--- config.mk ---
export PLATFORM = sky130hd
export DESIGN_NAME = gh_rr_arbiter_8
export DESIGN_NICKNAME = d
export VERILOG_FILES = /design/src/rtl/gh_arb_pkg.sv /design/src/rtl/gh_decode_3to8.sv /design/src/rtl/gh_rr_arbiter_8.sv
export SDC_FILE = /design/constraint.sdc
export NUM_CORES = 1
export LEC_CHECK = 0
export ABC_AREA = 1
export CORE_MARGIN = 4
export CORE_UTILIZATION = 50
export CTS_CLUSTER_SIZE = 10
export DETAILED_ROUTE_END_ITERATION = 16
export HOLD_SLACK_MARGIN = 0.15
export PLACE_DENSITY = 0.78
export SLEW_MARGIN = 25
export SYNTH_ARGS = -nofsm -noshare
export SYNTH_HDL_FRONTEND = slang
export SYNTH_SLANG_ARGS = --single-unit
--- constraint.sdc ---
create_clock -name i_clk -period 3.35 [get_ports i_clk]
set_input_delay 0.335 -clock i_clk [delete_from_list [all_inputs] [get_ports i_clk]]
set_output_delay 0.335 -clock i_clk [all_outputs]
set_load 0.02 [all_outputs]
--- src/rtl/gh_arb_pkg.sv ---
// Shared types and the round-robin search helper for the 8-way arbiter.
package gh_arb_pkg;

   localparam int unsigned NUM_REQ = 8;
   localparam int unsigned ID_W    = 3;

   typedef enum logic {IDLE, GRANT} arb_state_t;

   typedef struct packed {
      logic            found;
      logic [ID_W-1:0] idx;
   } rr_pick_t;

   // First set bit of req, scanning ptr, ptr+1, ... modulo NUM_REQ.
   function automatic rr_pick_t rr_pick(input logic [NUM_REQ-1:0] req,
                                        input logic [ID_W-1:0]    ptr);
      rr_pick_t        res;
      logic [ID_W-1:0] pos;
      res = '0;
      // Walk from the far end so the nearest candidate is written last.
      for (int k = NUM_REQ - 1; k >= 0; k--) begin
         pos = ptr + ID_W'(k);
         if (req[pos]) begin
            res.found = 1'b1;
            res.idx   = pos;
         end
      end
      return res;
   endfunction

endpackage

--- src/rtl/gh_decode_3to8.sv ---
// 3-to-8 decoder with one active-high and two active-low enables; active-high outputs.
module gh_decode_3to8 (
   input  logic [2:0] i_a,
   input  logic       i_g1,
   input  logic       i_g2n,
   input  logic       i_g3n,
   output logic [7:0] o_y
);

   always_comb begin
      o_y = '0;
      if (i_g1 && !i_g2n && !i_g3n) begin
         o_y[i_a] = 1'b1;
      end
   end

endmodule

--- src/rtl/gh_rr_arbiter_8.sv ---
// Eight-way round-robin arbiter with release handoff and a programmable hold limit.
module gh_rr_arbiter_8
   import gh_arb_pkg::*;
#(
   parameter int unsigned MAX_HOLD = 16
) (
   input  logic               i_clk,
   input  logic               i_rst,
   input  logic               i_en,
   input  logic [NUM_REQ-1:0] i_req,
   output logic [NUM_REQ-1:0] o_gnt,
   output logic [ID_W-1:0]    o_gnt_id,
   output logic               o_gnt_valid,
   output logic               o_busy
);

   localparam int unsigned HCW = (MAX_HOLD == 0) ? 1 : $clog2(MAX_HOLD + 1);
   localparam logic [HCW-1:0] HOLD_SAT = (MAX_HOLD == 0) ? '0 : HCW'(MAX_HOLD - 1);

   arb_state_t         r_state, w_state;
   logic [ID_W-1:0]    r_gnt_id, w_gnt_id;
   logic [ID_W-1:0]    r_ptr, w_ptr;
   logic [HCW-1:0]     r_hold_cnt, w_hold_cnt;

   logic [NUM_REQ-1:0] w_others;
   rr_pick_t           w_pick_all, w_pick_oth;
   logic               w_timeout;
   logic               w_do_grant;
   logic [ID_W-1:0]    w_win;

   assign w_others   = i_req & ~(NUM_REQ'(1) << r_gnt_id);
   assign w_pick_all = rr_pick(i_req, r_ptr);
   assign w_pick_oth = rr_pick(w_others, r_ptr);
   assign w_timeout  = (MAX_HOLD != 0) && (r_hold_cnt == HOLD_SAT) && (|w_others);

   always_comb begin
      w_state    = r_state;
      w_gnt_id   = r_gnt_id;
      w_ptr      = r_ptr;
      w_hold_cnt = r_hold_cnt;
      w_do_grant = 1'b0;
      w_win      = r_gnt_id;
      unique case (r_state)
         IDLE: begin
            if (i_en && w_pick_all.found) begin
               w_do_grant = 1'b1;
               w_win      = w_pick_all.idx;
            end
         end
         GRANT: begin
            if (!i_req[r_gnt_id]) begin
               // Holder's bit is already clear, so the full search only sees others.
               if (i_en && w_pick_all.found) begin
                  w_do_grant = 1'b1;
                  w_win      = w_pick_all.idx;
               end else begin
                  w_state = IDLE;
               end
            end else if (w_timeout && i_en) begin
               w_do_grant = 1'b1;
               w_win      = w_pick_oth.idx;
            end else if (r_hold_cnt != HOLD_SAT) begin
               w_hold_cnt = r_hold_cnt + HCW'(1);
            end
         end
         default: w_state = IDLE;
      endcase
      if (w_do_grant) begin
         w_state    = GRANT;
         w_gnt_id   = w_win;
         w_ptr      = w_win + ID_W'(1);
         w_hold_cnt = '0;
      end
   end

   always_ff @(posedge i_clk or posedge i_rst) begin
      if (i_rst) begin
         r_state    <= IDLE;
         r_gnt_id   <= '0;
         r_ptr      <= '0;
         r_hold_cnt <= '0;
      end else begin
         r_state    <= w_state;
         r_gnt_id   <= w_gnt_id;
         r_ptr      <= w_ptr;
         r_hold_cnt <= w_hold_cnt;
      end
   end

   assign o_gnt_valid = (r_state == GRANT);
   assign o_gnt_id    = r_gnt_id;
   assign o_busy      = o_gnt_valid | (|i_req);

   gh_decode_3to8 u_decode (
      .i_a   (r_gnt_id),
      .i_g1  (o_gnt_valid),
      .i_g2n (1'b0),
      .i_g3n (1'b0),
      .o_y   (o_gnt)
   );

endmodule
# Word level (Yosys, flattened, before mapping)
# Cells that the tools add are included.
[op_classes]
n_shift = 1
div = 0
magnitude_cmp = 10
n_reduce_logical = 10
add_sub_neg = 9
n_mux = 69
mul = 0
bitwise = 4
eq_ne = 3
[ops]
columns = ["operator", "n"]
rows = [
  ["binary-select mux 1 bit (select 3 bit)", 17],
  ["< comparator 3 x 4 -> 1 bit (second input constant)", 9],
  ["2-to-1 mux 3 bit", 11],
  ["2-to-1 mux 4 bit", 8],
  ["2-to-1 mux 5 bit", 5],
  ["2-to-1 mux 1 bit", 24],
  ["OR reduction 8 bit", 2],
  ["adder 3 bit (second input constant)", 4],
  ["AND 8 bit", 1],
  ["2-to-1 mux 8 bit", 1],
  ["inverter 8 bit", 1],
  ["left shift 1 x 3 -> 8 bit (first input constant)", 1],
  ["adder 3 x 1 -> 3 bit (second input constant)", 2],
  ["adder 3 x 2 -> 3 bit (second input constant)", 2],
  ["case mux 3 bit (2 select lines)", 1],
  ["nonzero test 2 bit", 3],
  ["adder 5 x 1 -> 5 bit (second input constant)", 1],
  ["equality test 5 x 4 -> 1 bit (second input constant)", 1],
  ["!= test 5 x 4 -> 1 bit (second input constant)", 1],
  ["logical AND 1 bit", 4],
  ["AND reduction 4 bit", 1],
  ["demux 1 bit (select 3 bit)", 1],
  ["greater-or-equal comparator 3 x 1 -> 1 bit (second input constant)", 1],
  ["!= test 2 bit (second input constant)", 1],
  ["other kinds (3)", 3],
]
[totals]
romBits = 0
latch_bits = 0
memories = 0
wordCells = 110
reg_bits = 12
mem_bits_rw = 0
inputBits = 11

# Longest topological paths before layout
[depth]
depth_word = 17
mapped_depth = 24

# Hierarchy
# A second synthesis with hierarchy kept.
[unflattened]
hier_cells = 416
area_unflattened_um2 = 2244.7
[by_module_without_submodules]
columns = ["mod", "seq_area_each_um2", "area_each_um2", "instances", "cells_per_inst"]
rows = [
  ["gh_rr_arbiter_8", 300.3, 2142.1, 1, 393],
  ["gh_decode_3to8", 0.0, 102.6, 1, 23],
]

# Worst setup path before layout
# OpenSTA, ideal clock, no wires.
[synth_timing]
path_type = "reg-to-reg"
startpoint = "reg r_ptr[1]"
endpoint = "reg r_ptr[2]"
required_ps = 3285
arrival_time_ps = 2880
n_path_buf = 3
path_stages_with_launch = 24
setup_slack_ps = 405
setup_ps = 65
cell_sequence = "dfrtp_1 -> inv_1 -> clkbuf_1 -> ha_1 -> buf_2 -> inv_1 -> buf_2 -> nand3_1 -> nand3_1 -> nand2_1 -> a21oi_1 -> nand2_1 -> nand3_1 -> nand2_1 -> nand2_1 -> nand2_1 -> nand2_1 -> nand2_1 -> a21oi_1 -> ha_1 -> inv_1 -> o21ai_0 -> nand2_1 -> nand2_1"
[synth_between]
elab_chain_cells = 16
word_cells_on_any_way = 64
cone_classes = "add/sub: 8; mux: 55; reduce/logical: 1"
[synth_lines]
columns = ["item", "line", "rtl"]
rows = [
  ["from (decl)", "gh_rr_arbiter_8.sv:22", "logic [ID_W-1:0] r_ptr, w_ptr;"],
  ["from (signal assigned)", "gh_rr_arbiter_8.sv:85", "r_ptr <= w_ptr;"],
  ["adder 3 bit", "gh_arb_pkg.sv:22", "pos = ptr + ID_W'(k);"],
  ["binary-select mux 1 bit (select 3 bit)", "gh_arb_pkg.sv:23", "if (req[pos]) begin"],
  ["2-to-1 mux 1 bit (not written as such)", "gh_arb_pkg.sv:23", ""],
  ["2-to-1 mux 4 bit (8 in series)", "gh_arb_pkg.sv:23", ""],
  ["logical AND 1 bit", "gh_rr_arbiter_8.sv:45, gh_rr_arbiter_8.sv:53", ""],
  ["2-to-1 mux 3 bit", "gh_rr_arbiter_8.sv:45, gh_rr_arbiter_8.sv:53", ""],
  ["2-to-1 mux 3 bit", "gh_rr_arbiter_8.sv:51", "if (!i_req[r_gnt_id]) begin"],
  ["case mux 3 bit (2 select lines) *", "gh_rr_arbiter_8.sv:43", "unique case (r_state)"],
  ["via w_win[1]", "gh_rr_arbiter_8.sv:29", "logic [ID_W-1:0] w_win;"],
  ["adder 3 x 1 -> 3 bit *", "gh_rr_arbiter_8.sv:71", "w_ptr = w_win + ID_W'(1);"],
]
# Mark *: on every way through the listed nets, which the timed path passes. The rest lies on a longest branch. The select of a mux whose other input is x is not followed.
# A chain may end at the register's enable or synchronous reset.

# Final worst setup path
[layout_timing]
startpoint = "reg r_ptr[0]"
endpoint = "reg r_ptr[2]"
# Same word-level chain as after synthesis.

==> summary.txt <==
Outcome
  – Outcome: finished, final reports clean

Logic synthesis
  – Async SR Flop Fraction: 1.000
  – Most frequent cell after synthesis: nand2_1
  – #FFs+latches synth: 12
  – Area contributors post-synth: nand2_1, nand3_1, dfrtp_1
  – Top_reg_cell synth: dfrtp_1
  – Avg Cell Area, Syn: 5.346 µm²
  – Area share of the largest cell type after synthesis: 0.2268
  – Cell taking the most area after synthesis: nand2_1
  – Mapped cell area: 1903 µm²
  – Synth top cells by count: nand2_1, nand3_1, inv_1, nor2_1, a21oi_1
  – Post-synth EDFFs: 0
  – Sequential-to-total area share from yosys stat: 0.1578
  – Yosys cell types: 30
  – Syn Inst Count: 356
  – Syn Nets: 372
  – Ys Warns: 0

Timing
  – Tightest Pin Transition: 0.4419 ns
  – Final Setup Violations: 0
  – Minimum clock period: 2.937 ns
  – Max-slew violation count: 0
  – Max Freq: 340.5 MHz
  – Final Cycle Share: 0.8768
  – Final hold violation count: 0
  – RSZ-0062 raised after global routing: false
  – Final TNS setup: 0 ns
  – Max-Slew Margin vs Limit: 0.7023
  – Clock skew: 0.002070 ns

Floorplan
  – Core area: 3661 µm²
  – Chip height: 69.70 µm
  – Die area: 4857 µm²
  – Starting Density: 0.5198
  – FP Rows: 22
  – Io pins: 24
  – Die width: 69.70 µm

Global routing
  – Vias in the first global route: 2,024
  – Initial antenna violation count: 0
  – Global-route wire length before repair: 9.183 mm
  – Largest net degree at the start of global routing: 24
  – GRT Util Overall: 0.2268
  – GR Overflow Total: 0

Final layout
  – Share of cells above drive strength 1: 0.05789
  – Total area of sequential cells: 300.3 µm²
  – Filler Cells Inserted: 383
  – Area growth syn-to-layout: 17.55%
  – Multi-input logic area: 1388 µm²
  – ANT cells: 0
  – Nets: 398

Clocking
  – Total CTS buffers: 3
  – CTS tree: yes
  – Resize count post-CTS: 0
  – Hold buffers post-CTS: 0
  – Root Buffer: clkbuf_8
  – CTS clk-pin slew, worst paths: 0.05 ns
  – CTS sink count: 12
  – Clock buffer depth: 2
  – Setup bufs post-CTS: 0
  – Latest clock arrival within the worst-skew pair: 0.24 ns
  – CTS H-tree lvls: 1

Critical path
  – Setup CP Type: reg -> reg
  – Critical Path RT: 3.53 ns
  – Setup crit end kind: flip-flop
  – Worst setup SP type: flip-flop
  – CP Max Fanout: 10
  – Crit path DAT: 3.12 ns

Placed design
  – Port buffer count: 23
  – Dpl hpwl: 4.500 mm
  – Final Wtd Congestion: 0.9067

Route
  – Drt pass-1 iters: 6
  – Detailed Route WL: 5.563 mm
  – DRC errors left: 0
  – Via/cell ratio: 5.614
  – WL/cell: 13.00 µm
  – Post-route ant nets: 0
  – Via count: 2,403
  – Initial DRC count: 236

Flow run
  – Total of max-cap violations: 0

Worst hold path
  – HP Class: in -> async
worst paths after layout:
check / start / to / slack (ns) / cells after the start
min: i_rst / o_gnt_id[0]$_DFFE_PP0N_ / 0.41 / 2
max: r_ptr[0]$_DFFE_PP0N_ / r_ptr[2]$_DFFE_PP0N_ / 0.41 / 18
max reg2reg: r_ptr[0]$_DFFE_PP0N_ / r_ptr[2]$_DFFE_PP0N_ / 0.41 / 18
min reg2reg: r_hold_cnt[1]$_DFFE_PP0P_ / r_hold_cnt[1]$_DFFE_PP0P_ / 0.51 / 2
max in group asynchronous: i_rst / o_gnt_id[1]$_DFFE_PP0N_ / 2.64 / 2
min in group i_clk: r_hold_cnt[1]$_DFFE_PP0P_ / r_hold_cnt[1]$_DFFE_PP0P_ / 0.51 / 2
metrics by stage:
step	std cells	util	hold WS, ns	setup slack (ns)	instance area (µm²)
6_report	428	0.6111	0.4061	0.4128	2237
5_1_grt	428	0.6111	0.4583	0.1025	2237
4_1_cts	428	0.6111	0.4170	0.4694	2237
3_5_place_dp	425	0.5998	0.4970	0.4189	2196
3_3_place_gp	425	0.5998	0.4895	0.4768	2196
2_1_floorplan	356	-	0.1997	0.4053	1903
kinds of logic (layout without fill, tap and decap cells):
kind of cell,after synthesis,count (layout),synth area share
AND/OR/NAND/NOR,232,232,0.5273
buffers and inverters,54,78,0.1131
AO/OA/AOI/OAI,47,47,0.1400
flip-flops,12,12,0.1578
adder cells (fa/ha/maj),5,5,0.03287
XOR/XNOR,4,4,0.01841
multiplexers,2,2,0.01052
metal layers:
metal / GRT usage / share of wire
met1: 0.3018 / 0.44
met2: 0.3856 / 0.47
met3: 0.02754 / 0.071
met4: 0.06170 / 0.015
met5: 0 / 0
worst max-delay path, cell delays in order, from the launching register on:
cell and delay (ns):
dfrtp_1 0.44, inv_2 0.14, ha_1 0.34, inv_1 0.21, o21ai_0 0.21, o21ai_0 0.31
nand3_1 0.11, nand3_1 0.09, nand3_1 0.06, nand2_1 0.06, nand2_1 0.05, nand2_1 0.07
a21oi_1 0.08, a21oi_1 0.20, ha_1 0.18, inv_1 0.04, o21ai_0 0.16, nand2_1 0.07
nand2_1 0.05
placed cells by master, fill, tap and decap left out, types with 3 or more instances in the layout:
cell	netlist	layout
nand3_1	72	72
clkbuf_8	0	3
nand2_1	115	115
inv_2	4	4
dfrtp_1	12	12
nor2_2	3	3
inv_1	41	41
buf_4	2	6
clkdlybuf4s50_1	0	23
a21oi_1	19	19
o22ai_1	4	4
ha_1	5	5
nor2_1	33	33
o21ai_0	16	16
o211ai_1	4	4
state kept, by name (all words and copies together) (netlist names):
signal       flops
o_gnt_valid      1
r_hold_cnt       5
o_gnt_id         3
r_ptr            3
cell type report:
type	count	area share
Multi-Input combinational cell	290	0.6202
Tap cell	48	0.02685
Timing Repair Buffer	29	0.1230
Inverter	46	0.07718
Sequential cell	12	0.1342
Clock buffer	3	0.01846
Power is left out: the tool's default activity adds up to more than one toggle a clock period on the data nets, which glitch-free logic cannot reach.
